[src/rtl/alu_pkg.sv]
// alu_pkg: shared definitions for the ALU control decoder and the execution
// unit. Holds the 4-bit operation codes produced by the decoder and the
// state encoding of the execution unit's control FSM.
package alu_pkg;

  localparam logic [3:0] OP_AND             = 4'b0000;
  localparam logic [3:0] OP_OR              = 4'b0001;
  localparam logic [3:0] OP_ADD             = 4'b0010;
  localparam logic [3:0] OP_SUB             = 4'b0110;
  localparam logic [3:0] OP_SLT             = 4'b0111;
  localparam logic [3:0] OP_NOR             = 4'b1100;
  localparam logic [3:0] OP_MUL             = 4'b1000;
  // Code the decoder emits when it does not recognise an instruction.
  localparam logic [3:0] OP_ILLEGAL_DEFAULT = 4'b1111;

  typedef enum logic {
    ST_IDLE = 1'b0,
    ST_MUL  = 1'b1
  } state_e;

endpackage

[src/rtl/alu_exec_unit_if.sv]
// alu_exec_unit_if: request/response bundle between datapath control and the
// execution unit.
//   start/operation/a/b      : request, driven by the master (datapath control)
//   busy/done                : handshake, driven by the slave (execution unit)
//   result/hi/zero/overflow/illegal : registered response from the slave
interface alu_exec_unit_if #(
  parameter int WIDTH = 32
) ();

  logic             start;
  logic [3:0]       operation;
  logic [WIDTH-1:0] a;
  logic [WIDTH-1:0] b;
  logic             busy;
  logic             done;
  logic [WIDTH-1:0] result;
  logic [WIDTH-1:0] hi;
  logic             zero;
  logic             overflow;
  logic             illegal;

  modport master (
    output start, operation, a, b,
    input  busy, done, result, hi, zero, overflow, illegal
  );

  modport slave (
    input  start, operation, a, b,
    output busy, done, result, hi, zero, overflow, illegal
  );

endinterface

[src/rtl/shift_add_multiplier.sv]
// shift_add_multiplier: WIDTH-step unsigned shift-add multiplier.
//   clk, rstn        : clock, asynchronous active-low reset
//   load             : capture a_in (multiplicand) / b_in (multiplier), arm counter
//   step             : perform one shift-add iteration
//   a_in, b_in       : operands sampled on load
//   last             : the current step is the final one
//   next_lo, next_hi : product value that the current step produces
// The upper half of the product register starts cleared; the lower half is
// seeded with the multiplier, whose bits shift out at the bottom as product
// bits shift in at the top, so the LSB of the register is always the
// multiplier bit for the current step.
module shift_add_multiplier #(
  parameter int WIDTH = 32
) (
  input  logic             clk,
  input  logic             rstn,
  input  logic             load,
  input  logic             step,
  input  logic [WIDTH-1:0] a_in,
  input  logic [WIDTH-1:0] b_in,
  output logic             last,
  output logic [WIDTH-1:0] next_lo,
  output logic [WIDTH-1:0] next_hi
);

  localparam int CW = $clog2(WIDTH + 1);

  logic [WIDTH-1:0]   mcand_q, mcand_d;
  logic [2*WIDTH-1:0] prod_q, prod_d;
  logic [CW-1:0]      count_q, count_d;
  logic [WIDTH:0]     partial;
  logic [2*WIDTH-1:0] step_prod;

  // Next-state for multiplicand, product and iteration counter.
  always_comb begin
    mcand_d = mcand_q;
    prod_d  = prod_q;
    count_d = count_q;
    // Upper half plus (optionally) multiplicand; keep the carry as the new MSB.
    if (prod_q[0]) begin
      partial = {1'b0, prod_q[2*WIDTH-1:WIDTH]} + {1'b0, mcand_q};
    end else begin
      partial = {1'b0, prod_q[2*WIDTH-1:WIDTH]};
    end
    step_prod = {partial, prod_q[WIDTH-1:1]};
    if (load) begin
      mcand_d = a_in;
      prod_d  = {{WIDTH{1'b0}}, b_in};
      count_d = CW'(WIDTH);
    end else if (step) begin
      prod_d  = step_prod;
      count_d = count_q - CW'(1);
    end else begin
      prod_d  = prod_q;
    end
  end

  // Multiplier state registers.
  always_ff @(posedge clk or negedge rstn) begin
    if (!rstn) begin
      mcand_q <= {WIDTH{1'b0}};
      prod_q  <= {(2*WIDTH){1'b0}};
      count_q <= {CW{1'b0}};
    end else begin
      mcand_q <= mcand_d;
      prod_q  <= prod_d;
      count_q <= count_d;
    end
  end

  assign last    = (count_q == CW'(1));
  assign next_lo = step_prod[WIDTH-1:0];
  assign next_hi = step_prod[2*WIDTH-1:WIDTH];

endmodule

[src/rtl/alu_exec_unit.sv]
// alu_exec_unit: execution stage behind the ALU control decoder.
//   clk, rstn : clock, asynchronous active-low reset
//   bus       : alu_exec_unit_if slave -- start/operation/a/b in;
//               busy/done/result/hi/zero/overflow/illegal out (all registered)
// Single-cycle ops complete on the sampling edge; MUL runs WIDTH iterations
// in shift_add_multiplier while busy is high. Requests arriving while busy
// are dropped.
module alu_exec_unit #(
  parameter int WIDTH = 32
) (
  input  logic            clk,
  input  logic            rstn,
  alu_exec_unit_if.slave  bus
);

  import alu_pkg::*;

  state_e           state_q, state_d;
  logic [WIDTH-1:0] result_q, result_d;
  logic [WIDTH-1:0] hi_q, hi_d;
  logic             zero_q, zero_d;
  logic             overflow_q, overflow_d;
  logic             illegal_q, illegal_d;
  logic             done_q, done_d;
  logic             busy_q, busy_d;

  logic [WIDTH-1:0] sum, diff, alu_res;
  logic             alu_ovf, alu_ill, slt_bit;
  logic             mul_load, mul_step, mul_last;
  logic [WIDTH-1:0] mul_lo, mul_hi;

  shift_add_multiplier #(.WIDTH(WIDTH)) u_mul (
    .clk     (clk),
    .rstn    (rstn),
    .load    (mul_load),
    .step    (mul_step),
    .a_in    (bus.a),
    .b_in    (bus.b),
    .last    (mul_last),
    .next_lo (mul_lo),
    .next_hi (mul_hi)
  );

  // Single-cycle datapath; MUL and unknown codes fall to the illegal default
  // here, MUL being intercepted by the FSM before this result is used.
  always_comb begin
    sum     = bus.a + bus.b;
    diff    = bus.a - bus.b;
    // Signed less-than that survives subtraction overflow.
    slt_bit = (bus.a[WIDTH-1] != bus.b[WIDTH-1]) ? bus.a[WIDTH-1] : diff[WIDTH-1];
    alu_res = {WIDTH{1'b0}};
    alu_ovf = 1'b0;
    alu_ill = 1'b0;
    case (bus.operation)
      OP_AND: alu_res = bus.a & bus.b;
      OP_OR:  alu_res = bus.a | bus.b;
      OP_ADD: begin
        alu_res = sum;
        alu_ovf = (bus.a[WIDTH-1] == bus.b[WIDTH-1]) && (sum[WIDTH-1] != bus.a[WIDTH-1]);
      end
      OP_SUB: begin
        alu_res = diff;
        alu_ovf = (bus.a[WIDTH-1] != bus.b[WIDTH-1]) && (diff[WIDTH-1] != bus.a[WIDTH-1]);
      end
      OP_SLT: alu_res = {{(WIDTH-1){1'b0}}, slt_bit};
      OP_NOR: alu_res = ~(bus.a | bus.b);
      default: alu_ill = 1'b1;
    endcase
  end

  // Control FSM: next state, output-register next values, multiplier control.
  always_comb begin
    state_d    = state_q;
    result_d   = result_q;
    hi_d       = hi_q;
    zero_d     = zero_q;
    overflow_d = overflow_q;
    illegal_d  = illegal_q;
    done_d     = 1'b0;
    busy_d     = busy_q;
    mul_load   = 1'b0;
    mul_step   = 1'b0;
    case (state_q)
      ST_IDLE: begin
        if (bus.start) begin
          if (bus.operation == OP_MUL) begin
            mul_load = 1'b1;
            busy_d   = 1'b1;
            state_d  = ST_MUL;
          end else begin
            result_d   = alu_res;
            hi_d       = {WIDTH{1'b0}};
            zero_d     = (alu_res == {WIDTH{1'b0}});
            overflow_d = alu_ovf;
            illegal_d  = alu_ill;
            done_d     = 1'b1;
          end
        end else begin
          state_d = ST_IDLE;
        end
      end
      ST_MUL: begin
        mul_step = 1'b1;
        if (mul_last) begin
          result_d   = mul_lo;
          hi_d       = mul_hi;
          zero_d     = (mul_lo == {WIDTH{1'b0}});
          overflow_d = 1'b0;
          illegal_d  = 1'b0;
          done_d     = 1'b1;
          busy_d     = 1'b0;
          state_d    = ST_IDLE;
        end else begin
          state_d = ST_MUL;
        end
      end
      default: begin
        state_d = ST_IDLE;
        busy_d  = 1'b0;
      end
    endcase
  end

  // State and output registers.
  always_ff @(posedge clk or negedge rstn) begin
    if (!rstn) begin
      state_q    <= ST_IDLE;
      result_q   <= {WIDTH{1'b0}};
      hi_q       <= {WIDTH{1'b0}};
      zero_q     <= 1'b0;
      overflow_q <= 1'b0;
      illegal_q  <= 1'b0;
      done_q     <= 1'b0;
      busy_q     <= 1'b0;
    end else begin
      state_q    <= state_d;
      result_q   <= result_d;
      hi_q       <= hi_d;
      zero_q     <= zero_d;
      overflow_q <= overflow_d;
      illegal_q  <= illegal_d;
      done_q     <= done_d;
      busy_q     <= busy_d;
    end
  end

  assign bus.busy     = busy_q;
  assign bus.done     = done_q;
  assign bus.result   = result_q;
  assign bus.hi       = hi_q;
  assign bus.zero     = zero_q;
  assign bus.overflow = overflow_q;
  assign bus.illegal  = illegal_q;

endmodule

[src/flat_wrapper.sv]
// flat-port wrapper written by rule: the top's interface ports become plain ports
module alu_exec_unit_flat import alu_pkg::*;
#(
  parameter int WIDTH = 32
)
  (clk, rstn, bus_start, bus_operation, bus_a, bus_b, bus_busy, bus_done, bus_result, bus_hi, bus_zero, bus_overflow, bus_illegal);
  alu_exec_unit_if #(.WIDTH(WIDTH)) bus_i ();
  input  logic clk;
  input  logic rstn;
  input wire logic [$bits(bus_i.start)-1:0] bus_start;
  input wire logic [$bits(bus_i.operation)-1:0] bus_operation;
  input wire logic [$bits(bus_i.a)-1:0] bus_a;
  input wire logic [$bits(bus_i.b)-1:0] bus_b;
  output wire logic [$bits(bus_i.busy)-1:0] bus_busy;
  output wire logic [$bits(bus_i.done)-1:0] bus_done;
  output wire logic [$bits(bus_i.result)-1:0] bus_result;
  output wire logic [$bits(bus_i.hi)-1:0] bus_hi;
  output wire logic [$bits(bus_i.zero)-1:0] bus_zero;
  output wire logic [$bits(bus_i.overflow)-1:0] bus_overflow;
  output wire logic [$bits(bus_i.illegal)-1:0] bus_illegal;
  assign bus_i.start = bus_start;
  assign bus_i.operation = bus_operation;
  assign bus_i.a = bus_a;
  assign bus_i.b = bus_b;
  assign bus_busy = bus_i.busy;
  assign bus_done = bus_i.done;
  assign bus_result = bus_i.result;
  assign bus_hi = bus_i.hi;
  assign bus_zero = bus_i.zero;
  assign bus_overflow = bus_i.overflow;
  assign bus_illegal = bus_i.illegal;
  alu_exec_unit #(.WIDTH(WIDTH)) u_core (.clk(clk), .rstn(rstn), .bus(bus_i));
endmodule
[config.mk]
export PLATFORM = sky130hd
export DESIGN_NAME = alu_exec_unit_flat
export DESIGN_NICKNAME = d
export VERILOG_FILES = /design/src/rtl/alu_pkg.sv /design/src/rtl/alu_exec_unit_if.sv /design/src/rtl/shift_add_multiplier.sv /design/src/rtl/alu_exec_unit.sv /design/src/flat_wrapper.sv
export SDC_FILE = /design/constraint.sdc
export NUM_CORES = 1
export LEC_CHECK = 0
export BUFFER_PORTS_ARGS = -buffer_cell sky130_fd_sc_hd__buf_4
export CAP_MARGIN = 0
export CORE_MARGIN = 2
export CORE_UTILIZATION = 55
export CTS_CLUSTER_DIAMETER = 40
export CTS_CLUSTER_SIZE = 24
export DETAILED_ROUTE_END_ITERATION = 6
export MAX_ROUTING_LAYER = met4
export PLACE_DENSITY = 0.75
export SYNTH_ARGS = -nofsm -noshare
export SYNTH_HDL_FRONTEND = slang
export SYNTH_SLANG_ARGS = --single-unit
[constraint.sdc]
create_clock -name clk -period 3.6 [get_ports clk]
set_clock_uncertainty 0.1 [all_clocks]
set_input_delay 0.18 -clock clk [delete_from_list [all_inputs] [get_ports clk]]
set_output_delay 0.18 -clock clk [all_outputs]
set_load 0.01 [all_outputs]
==> results.yml, run 1 <==
run_status:
  outcome: "finished, violations left"
  violated_checks: "negative setup slack"
clock_network:
  ctsHtreeMaxLevel: 4
  cts_tree: "done"
  clock_tree.root_cell: "clkbuf_16"
  clock_insertion_delay_worst_skew_ns: 0.43
  tritoncts_num_sinks: 172
  numCtsBuffers: 17
  cts_max_path_buffers: 2
  cts.clk_slew.worst_paths_ns: 0.07
grt:
  global_route.usage.total_pct: 42.2
  antenna_found_initial: 3
  grt-ovfl-total: 0
  grt_max_degree: 98
  grt_first_pass_wirelength_um: 85200
  grt_pass1_vias: 15493
critical_path:
  worst-setup-path-type: "in2reg"
  timing.reg2reg.setup_slack_ns: 0.05
  regToRegStartpoint: "u_core.u_mul.count_q[2]"
  critPathRequiredTime_ns: 3.85
  crit_slowest_cell: "or4_1"
  r2r-end: "u_core.bus.zero"
  worst_path_dominant_cell_family: "compound AO/OA/AOI/OAI gates"
  critical_path_arrival_ns: 5.13
  timing.critical_path.fanout_max: 3
  worst_r2r_path_depth: 13
  timing.critical_path.from_type: "primary input"
  cp_slowest_stage_delay_ns: 0.43
  critical_path.endpoint_type: "flop"
  worstPathBufferInverterCount: 2
synth:
  synthesis.area_sq_um: 14100
  netlist.top_cell.by_area: "dfrtp_1"
  syn_inst: 1796
  synth.top_cell.area_share_pct: 30.5
  ys.flop_type: "dfrtp_1"
  synth.lib_cells_used.distinct: 87
  synth-edff-count: 0
  synth_top_cells_by_area: "dfrtp_1 30%, ha_1 12%, a21oi_1 6.5%"
  avgSynthCellArea_sq_um: 7.86
  synth_async_sr_flop_share_pct: 100
  ys_seq_area_share_pct: 30.5
  ys_seq_elements: 172
  count_of_warnings_emitted_by_yosys: 0
  synth.net_count: 2008
routing:
  drc: 0
  route.met2.wl_um: 25100
  vias: 16459
  avgRoutedWirePerCell_um: 22.3
  route.layer.met1.wl_um: 22500
  detail-route-antenna-nets: 0
  drt-total-wl_um: 57100
  firstDrtPassIters: 6
  via_per_inst: 6.42
  met3WireLength_um: 6730
  drt_iter0_markers: 2615
  top_layer_used: "met4"
sta:
  timing.final.crit_period_ns: 4.89
  rsz_0062_raised_after_global_routing: "yes"
  final.setup.worst_slack_ns: -1.29
  hold_viol: 0
  setup-violations-final: 5
  slew_viol_final: 0
  max-slew-margin-rel_pct: 34.7
  tightestPinTransition_ns: 0.980
  totalNegativeSetupSlack_ns: -2.37
  max_fclk_ghz: 0.205
  post-route-period-util_pct: 136
place:
  io_buffer_count: 139
  routabilityCongestion: 1.02
  post_detail_place_hpwl_um: 41900
hold_path:
  hp_start: "bus_a[31]"
  hold_wc_path_type: "in2reg"
  min_delay_worst_endpoint: "u_core.u_mul.mcand_q[31]"
  whs_path_depth: 3
floorplan:
  fp.dieArea_sq_um: 27000
  initial_utilization_pct: 56.0
  die_height_um: 164
  io_pins: 140
  rows: 58
  die_width_um: 164
  coreArea_sq_um: 25200
power_and_ir_drop:
  vdd.ir_drop.worst_v: 0.000573
  finalPower_mw: 11.6
  power.density_cell_area_nw_per_um2: 603
  power.leakage_nw: 9.43
final_layout:
  final_net_count: 2431
  diodes_inserted: 0
  layout-drive-gt1-share_pct: 28.5
  most-common-layout-cells: "472 x buf_4, 218 x nand2_1, 179 x a21oi_1"
  final_common_cell: "buf_4"
  num-fill-cells: 1799
  area.growth.synth_to_final_pct: 35.8
job:
  timing.max_cap.violations: 0
## logic make-up (layout without fill, tap and decap cells)
| family | count (synthesis) | count (layout) | share of synthesized area, % |
|---|---|---|---|
| buffers and inverters | 213 | 649 | 5.74 |
| multiplexers | 26 | 26 | 1.90 |
| AND/OR/NAND/NOR | 583 | 583 | 19.0 |
| adder cells (fa/ha/maj) | 141 | 141 | 12.7 |
| XOR/XNOR | 39 | 39 | 2.42 |
| AO/OA/AOI/OAI | 622 | 622 | 27.7 |
| flip-flops | 172 | 172 | 30.5 |
## stage by stage
| step | instance area [sq um] | worst slack (ns) | utilization [%] | hold slack (ns) | instances |
|---|---|---|---|---|---|
| detailed placement | 17800 | -1.58 | 70.6 | 0.240 | 2498 |
| CTS | 18700 | -0.968 | 74.1 | 0.0266 | 2550 |
| finish | 19200 | -1.29 | 76.1 | 0.0582 | 2562 |
| floorplan | 14200 | -0.881 | - | -0.216 | 1796 |
| global route | 19200 | -1.27 | 76.1 | 0.0656 | 2562 |
| global placement | 17800 | -1.38 | 70.6 | 0.229 | 2498 |
## synthesized netlist by cell type, drive strengths merged (19+ instances only)
cell type / count
a22oi: 21
o21ai: 188
clkbuf: 79
a21o: 46
nand3: 30
ha: 137
nor2: 172
mux2i: 20
nor3: 32
dfrtp: 172
nor4: 19
xnor2: 29
a21oi: 183
nand2: 221
inv: 119
## worst reg2reg max path, stage by stage, from the launching register on
cell,delay [ns]
dfrtp_1,0.43
nor2_1,0.22
nand3b_1,0.16
nor3b_1,0.32
buf_4,0.22
nor2_4,0.05
nor4_1,0.28
nand4b_1,0.12
or4_1,0.43
nor4_1,0.19
nand4b_1,0.26
nor4_2,0.35
nand4bb_1,0.17
o21ai_1,0.19
## flip-flops by register name, summed over array words and instances (netlist names)
signal,flops
u_core.bus.hi,32
u_core.bus.busy,1
u_core.bus.illegal,1
u_core.state_q,1
u_core.bus.overflow,1
u_core.u_mul.count_q,6
u_core.bus.done,1
u_core.u_mul.prod_q,64
u_core.bus.result,32
u_core.u_mul.mcand_q,32
u_core.bus.zero,1
## layer usage
layer	vias up	GRT usage (%)
li1	7271	-
met3	275	8.31
met1	7770	56.6
met4	0	15.2
met5	-	-
met2	1143	63.4
## how the worst max path moves through the flow
stage | start | endpoint | slack [ns] | cells past startpoint
after floorplan | bus_b[13] | u_core.bus.zero | -0.88 | 24
after global placement | bus_b[1] | u_core.bus.zero | -1.38 | 26
after detailed placement | bus_b[1] | u_core.bus.zero | -1.58 | 26
after CTS | bus_b[1] | u_core.bus.zero | -0.97 | 27
after global routing | bus_a[1] | u_core.bus.zero | -1.27 | 25
final | bus_a[1] | u_core.bus.zero | -1.29 | 25
## power by group
part           switching (mW)  leakage (nW)  internal, mW  total (mW)
sequential              0.763          2.19          2.75        3.51
combinational            3.50          6.94          2.62        6.12
clock                   0.827         0.301          1.11        1.94
## timing repair
item / 4_1_cts / 5_1_grt
gates resized for setup: 26 / 94
buffers inserted: 20 / 16
hold endpoints to repair: 94 / 0
hold buffers: 1 / 0
pin swaps: 18 / 30
setup endpoints to repair: 10 / 22
## area by class of cell
class | count | area, sq um | area share (%)
flip-flops and latches | 172 | 4310 | 22.5
clock buffers | 19 | 433 | 2.26
clock inverters | 13 | 175 | 0.914
well taps | 330 | 413 | 2.15
repair buffers | 498 | 3850 | 20.1
inverters | 119 | 454 | 2.37
multi-input cells | 1411 | 9540 | 49.8
Power figures use the tool's default switching activity.
==> inputs of run 2 (changes only) <==
--- a/config.mk
+++ b/config.mk
@@ -12,6 +12,7 @@
 export CTS_CLUSTER_DIAMETER = 40
 export CTS_CLUSTER_SIZE = 24
 export DETAILED_ROUTE_END_ITERATION = 6
+export GPL_TIMING_DRIVEN = 0
 export MAX_ROUTING_LAYER = met4
 export PLACE_DENSITY = 0.75
 export SYNTH_ARGS = -nofsm -noshare
==> run 2 against run 1 <==
The flow still finishes with violations (negative setup slack). Fmax rose by 1.9%. Sequential power barely moved. Non-clock buffer count fell by 222. Critical endpoint unchanged. Largest cell class unchanged. Highest routed layer unchanged.
==> results.yml, run 2 (synthesis gave the netlist of run 1 again) <==
sta:
  max_fclk_ghz: 0.208
  final.setup.worst_slack_ns: -1.20
  hold_viol: 0
  tightestPinTransition_ns: 1.21
  setup-violations-final: 20
  max-slew-margin-rel_pct: 17.9
  timing.final.crit_period_ns: 4.80
  post-route-period-util_pct: 133
  rsz_0062_raised_after_global_routing: "yes"
  slew_viol_final: 0
  hold_ws_ns: 0.00231
grt:
  grt-ovfl-total: 0
  grt_pass1_vias: 14600
  grt_max_degree: 106
  antenna_found_initial: 1
  grt_first_pass_wirelength_um: 82800
  global_route.usage.total_pct: 41.6
floorplan:
  die_height_um: 164
  io_pins: 140
  die_width_um: 164
  coreArea_sq_um: 25200
  initial_utilization_pct: 56.0
  fp.dieArea_sq_um: 27000
  rows: 58
final_layout:
  final_common_cell: "nand2_1"
  regMostFlops: "u_core.u_mul.prod_q"
  fin_util_pct: 69.0
  multiInputGateArea_sq_um: 9560
  largest_register_ff_count: 64
  most-common-layout-cells: "219 x nand2_1, 181 x a21oi_1, 173 x buf_4"
  area.growth.synth_to_final_pct: 23.1
  layout.cells.non_filler: 2340
  layout-drive-gt1-share_pct: 17.5
  final_net_count: 2209
  area.sequential_sq_um: 4300
  num-fill-cells: 2152
critical_path:
  critPathRequiredTime_ns: 3.86
  timing.critical_path.fanout_max: 4
  critical_path.endpoint_type: "flop"
  r2r-end: "u_core.bus.zero"
  worstSetupPathDepth: 25
  crit_slowest_cell: "or4_4"
  crit_end: "u_core.bus.zero"
  timing.reg2reg.setup_slack_ns: -0.07
  worst_r2r_path_depth: 12
  regToRegStartpoint: "u_core.u_mul.count_q[2]"
  critical_path_arrival_ns: 5.06
  worst_setup_path_startpoint: "bus_b[11]"
  timing.critical_path.from_type: "primary input"
  worst-setup-path-type: "in2reg"
  worst_path_dominant_cell_family: "simple AND/OR/NAND/NOR gates"
  cp_slowest_stage_delay_ns: 0.46
  worstPathBufferInverterCount: 3
job:
  timing.max_cap.violations: 0
power_and_ir_drop:
  power.density_cell_area_nw_per_um2: 661
  power.leakage_nw: 8.02
  vdd.ir_drop.worst_v: 0.000513
clock_network:
  cts_tree: "done"
  clock_tree.root_cell: "clkbuf_16"
  clock_insertion_delay_worst_skew_ns: 0.43
  cts_max_path_buffers: 2
  ctsHtreeMaxLevel: 4
  cts.clk_slew.worst_paths_ns: 0.07
  tritoncts_num_sinks: 172
  numCtsBuffers: 17
place:
  post_detail_place_hpwl_um: 41900
  io_buffer_count: 138
  routabilityCongestion: 1.08
  placement.setup.worst_slack_ns: -2.31
  placedCellCount: 2267
routing:
  via_per_inst: 6.51
  drc: 0
  drt_iter0_markers: 1958
  firstDrtPassIters: 6
  avgRoutedWirePerCell_um: 23.6
  drt-total-wl_um: 55300
  vias: 15241
  detail-route-antenna-nets: 0
run_status:
  violated_checks: "negative setup slack"
  outcome: "finished, violations left"
hold_path:
  hold_wc_path_type: "in2reg"
-- run 2: cell count changes in the layout (fill, tap and decap cells not counted), moves of 11 or more --
cell / delta
clkbuf_1: +69
clkinvlp_4: +14
buf_6: -18
ha_1: -11
buf_4: -299
inv_1: -22
-- run 2: layer usage --
metal / part of all wire (%) / global-route usage, % / vias up
met3: 9.9 / 7.20 / 193
met4: 4.6 / 17.2 / 0
met2: 45 / 64.9 / 959
met1: 40 / 53.7 / 7245
met5: 0 / - / -
li1: - / - / 6844
-- run 2: timing repair --
action                                 4_1_cts  5_1_grt
cloned                                       0        0
gates resized for setup                    110       39
setup endpoints to repair                   13       49
endpoints found under the hold margin       71        0
pin swaps                                   36       17
buffers inserted                            35        5
hold buffers                                 5        0
-- run 2: where the power goes --
group	total (mW)	internal (mW)	leakage [nW]	switching [mW]
Combinational	5.85	2.32	5.50	3.53
Clock	2.15	1.32	0.333	0.834
Sequential	3.48	2.74	2.19	0.731
-- run 2: layout make-up --
class / count / area share (%)
antenna: 1 / 0.0144
tap: 330 / 2.38
multi-input combinational: 1411 / 55.0
timing repair buffer: 186 / 8.51
sequential: 172 / 24.8
inverter: 119 / 3.02
buffer: 90 / 2.38
clock inverter: 14 / 1.45
clock buffer: 17 / 2.45
-- run 2: worst min path at each step --
stage / from / endpoint / slack, ns / depth (start not counted)
6_report: bus_a[2] / u_core.u_mul.mcand_q[2] / 0.002 / 3
3_3_place_gp: u_core.bus.hi[25] / u_core.bus.hi[25] / 0.35 / 2
3_5_place_dp: rstn / u_core.bus.hi[7] / 0.07 / 1
4_1_cts: bus_a[12] / u_core.u_mul.mcand_q[12] / 0.007 / 3
5_1_grt: bus_a[12] / u_core.u_mul.mcand_q[12] / 0.02 / 3
2_1_floorplan: rstn / u_core.bus.busy / -0.22 / 0
-- run 2: per-stage QoR --
stage	power [mW]	setup TNS, ns	cell area [sq um]
floorplan	6.81	-0.881	14200
global placement	8.68	-23.21	15600
detailed placement	8.85	-17.58	15700
CTS	11.2	-1.17	17200
global route	12.1	-5.27	17400
finish	11.5	-3.30	17400
-- run 2: worst reg2reg max path: cells and delay by family, from the launching register on --
family | cells | cell delay [ns]
AOI/OAI and AO/OA | 1 | 0.14
DFF | 1 | 0.42
and+or+nand+nor | 11 | 2.95
==> inputs of run 3 (changes only) <==
--- a/config.mk
+++ b/config.mk
@@ -8,13 +8,12 @@
 export BUFFER_PORTS_ARGS = -buffer_cell sky130_fd_sc_hd__buf_4
 export CAP_MARGIN = 0
 export CORE_MARGIN = 2
-export CORE_UTILIZATION = 55
+export CORE_UTILIZATION = 40
 export CTS_CLUSTER_DIAMETER = 40
 export CTS_CLUSTER_SIZE = 24
 export DETAILED_ROUTE_END_ITERATION = 6
 export GPL_TIMING_DRIVEN = 0
 export MAX_ROUTING_LAYER = met4
-export PLACE_DENSITY = 0.75
 export SYNTH_ARGS = -nofsm -noshare
 export SYNTH_HDL_FRONTEND = slang
 export SYNTH_SLANG_ARGS = --single-unit
==> constraint.sdc (replaced) <==
create_clock -name clk -period 3.6 [get_ports clk]
set_clock_uncertainty 0.1 [all_clocks]
set_input_delay 0.18 -clock clk [delete_from_list [all_inputs] [get_ports clk]]
set_output_delay 0.18 -clock clk [all_outputs]
set_load 0.1 [all_outputs]
==> run 3 against run 2 <==
Utilization fell by 19 points. Worst hold slack improved by 0.019 ns. Clock power down 19%. Cell area decreased by 0.52%. Total power up 14%. The run still ends with negative setup slack left.
==> results.yml, run 3 (synthesis gave the netlist of run 1 again) <==
run_status:
  outcome: "finished, violations left"
  violated_checks: "negative setup slack"
critical_path:
  worstSetupPathDepth: 25
  timing.critical_path.from_type: "primary input"
  timing.reg2reg.setup_slack_ns: -0.31
  worstPathBufferInverterCount: 3
  critical_path_arrival_ns: 5.14
  worst-setup-path-type: "in2reg"
  critPathRequiredTime_ns: 3.87
  timing.critical_path.fanout_max: 5
  regToRegStartpoint: "u_core.state_q"
  worst_path_dominant_cell_family: "compound AO/OA/AOI/OAI gates"
  worst_r2r_path_depth: 11
  r2r-end: "u_core.bus.zero"
  crit_slowest_cell: "or4_4"
  critical_path.endpoint_type: "flop"
  cp_slowest_stage_delay_ns: 0.46
sta:
  setup-violations-final: 18
  max_fclk_ghz: 0.205
  hold_viol: 0
  tightestPinTransition_ns: 1.33
  totalNegativeSetupSlack_ns: -2.76
  slew_viol_final: 0
  timing.final.crit_period_ns: 4.87
  rsz_0062_raised_after_global_routing: "yes"
  post-route-period-util_pct: 135
  final.setup.worst_slack_ns: -1.27
  max-slew-margin-rel_pct: 10.2
place:
  dpl_cell_area_sq_um: 15900
  routabilityCongestion: 0.980
  post_detail_place_hpwl_um: 44600
  io_buffer_count: 138
hold_path:
  min_delay_worst_endpoint: "u_core.u_mul.mcand_q[26]"
  hold_wc_path_type: "in2reg"
  hp_start: "bus_a[26]"
  whs_path_depth: 3
routing:
  drt_iter0_markers: 1397
  drc: 0
  via_per_inst: 5.98
  avgRoutedWirePerCell_um: 23.1
  detail-route-antenna-nets: 0
  firstDrtPassIters: 6
  drt-total-wl_um: 56900
  vias: 14686
final_layout:
  regMostFlops: "u_core.u_mul.prod_q"
  final_common_cell: "nand2_1"
  most-common-layout-cells: "219 x nand2_1, 175 x a21oi_1, 172 x dfrtp_1"
  final_net_count: 2202
  diodes_inserted: 0
  area.growth.synth_to_final_pct: 22.5
  num-fill-cells: 3444
  layout.cell_area.non_filler_sq_um: 17300
  fin_util_pct: 49.9
  largest_register_ff_count: 64
  layout-drive-gt1-share_pct: 17.0
floorplan:
  die_width_um: 192
  io_pins: 140
  initial_utilization_pct: 40.8
  fp.dieArea_sq_um: 36800
  die_height_um: 192
  coreArea_sq_um: 34600
  rows: 68
power_and_ir_drop:
  power.leakage_nw: 7.92
  vdd.ir_drop.worst_v: 0.000654
  power.density_cell_area_nw_per_um2: 758
clock_network:
  clock_insertion_delay_worst_skew_ns: 0.45
  clock_tree.root_cell: "clkbuf_16"
  cts_max_path_buffers: 2
  ctsHtreeMaxLevel: 4
  tritoncts_num_sinks: 172
  cts.clk_slew.worst_paths_ns: 0.07
  cts_tree: "done"
  numCtsBuffers: 17
grt:
  antenna_found_initial: 2
  global_route.usage.total_pct: 31.8
  grt_first_pass_wirelength_um: 84900
  grt-ovfl-total: 0
  grt_pass1_vias: 14241
  grt_max_degree: 89
job:
  timing.max_cap.violations: 0
-- run 3: metal layers --
metal / track usage (%) / share of wire [%] / routed length (um)
met2: 49.2 / 46 / 25900
met3: 4.97 / 7.1 / 4050
met1: 41.6 / 43 / 24700
met5: - / 0 / 0
met4: 12.6 / 3.9 / 2190
-- run 3: worst max-delay path by stage --
stage	start	endpoint	slack, ns
floorplan	bus_b[13]	u_core.bus.zero	-0.88
global placement	bus_b[1]	u_core.bus.zero	-2.32
detailed placement	bus_b[1]	u_core.bus.zero	-2.33
CTS	bus_a[9]	u_core.bus.zero	-1.22
global route	bus_a[1]	u_core.bus.zero	-1.46
finish	bus_b[3]	u_core.bus.zero	-1.27
-- run 3: final cells by class --
cell class | count | area (sq um) | area share (%)
Clock buffer | 20 | 447 | 2.58
Clock inverter | 11 | 85.1 | 0.492
Multi-Input combinational cell | 1411 | 9580 | 55.4
Tap cell | 455 | 569 | 3.29
Buffer | 90 | 399 | 2.31
Timing Repair Buffer | 179 | 1420 | 8.22
Sequential cell | 172 | 4300 | 24.9
Inverter | 119 | 485 | 2.81
-- run 3: per-stage QoR --
| step | setup WS (ns) | hold WS, ns | power [mW] | instances |
|---|---|---|---|---|
| after global routing | -1.46 | 0.0163 | 13.9 | 2457 |
| after floorplan | -0.881 | -0.216 | 8.90 | 1796 |
| after CTS | -1.22 | 0.00413 | 13.0 | 2453 |
| after global placement | -2.32 | 0.356 | 11.0 | 2389 |
| after detailed placement | -2.33 | 0.126 | 11.1 | 2392 |
| final | -1.27 | 0.0208 | 13.1 | 2457 |
-- run 3: where the power goes --
part | internal, mW | switching (mW) | total [mW]
sequential | 2.74 | 0.735 | 3.48
clock | 0.908 | 0.839 | 1.75
combinational | 2.32 | 5.56 | 7.89
total | 5.97 | 7.14 | 13.1
-- run 3: worst register-to-register path, delay by kind of cell, from the launching register on --
| family | cells | cell delay (ns) |
|---|---|---|
| AND/OR/NAND/NOR | 10 | 3.05 |
| AO/OA/AOI/OAI | 1 | 0.14 |
| flip-flops | 1 | 0.53 |
-- run 3: timing repair --
| item | in CTS | in global routing |
|---|---|---|
| hold endpoints to repair | 98 | 1 |
| setup endpoints to repair | 15 | 48 |
| buffers inserted | 20 | 6 |
| resized for setup | 80 | 64 |
| hold buffers | 12 | 1 |
| pin swaps | 27 | 17 |
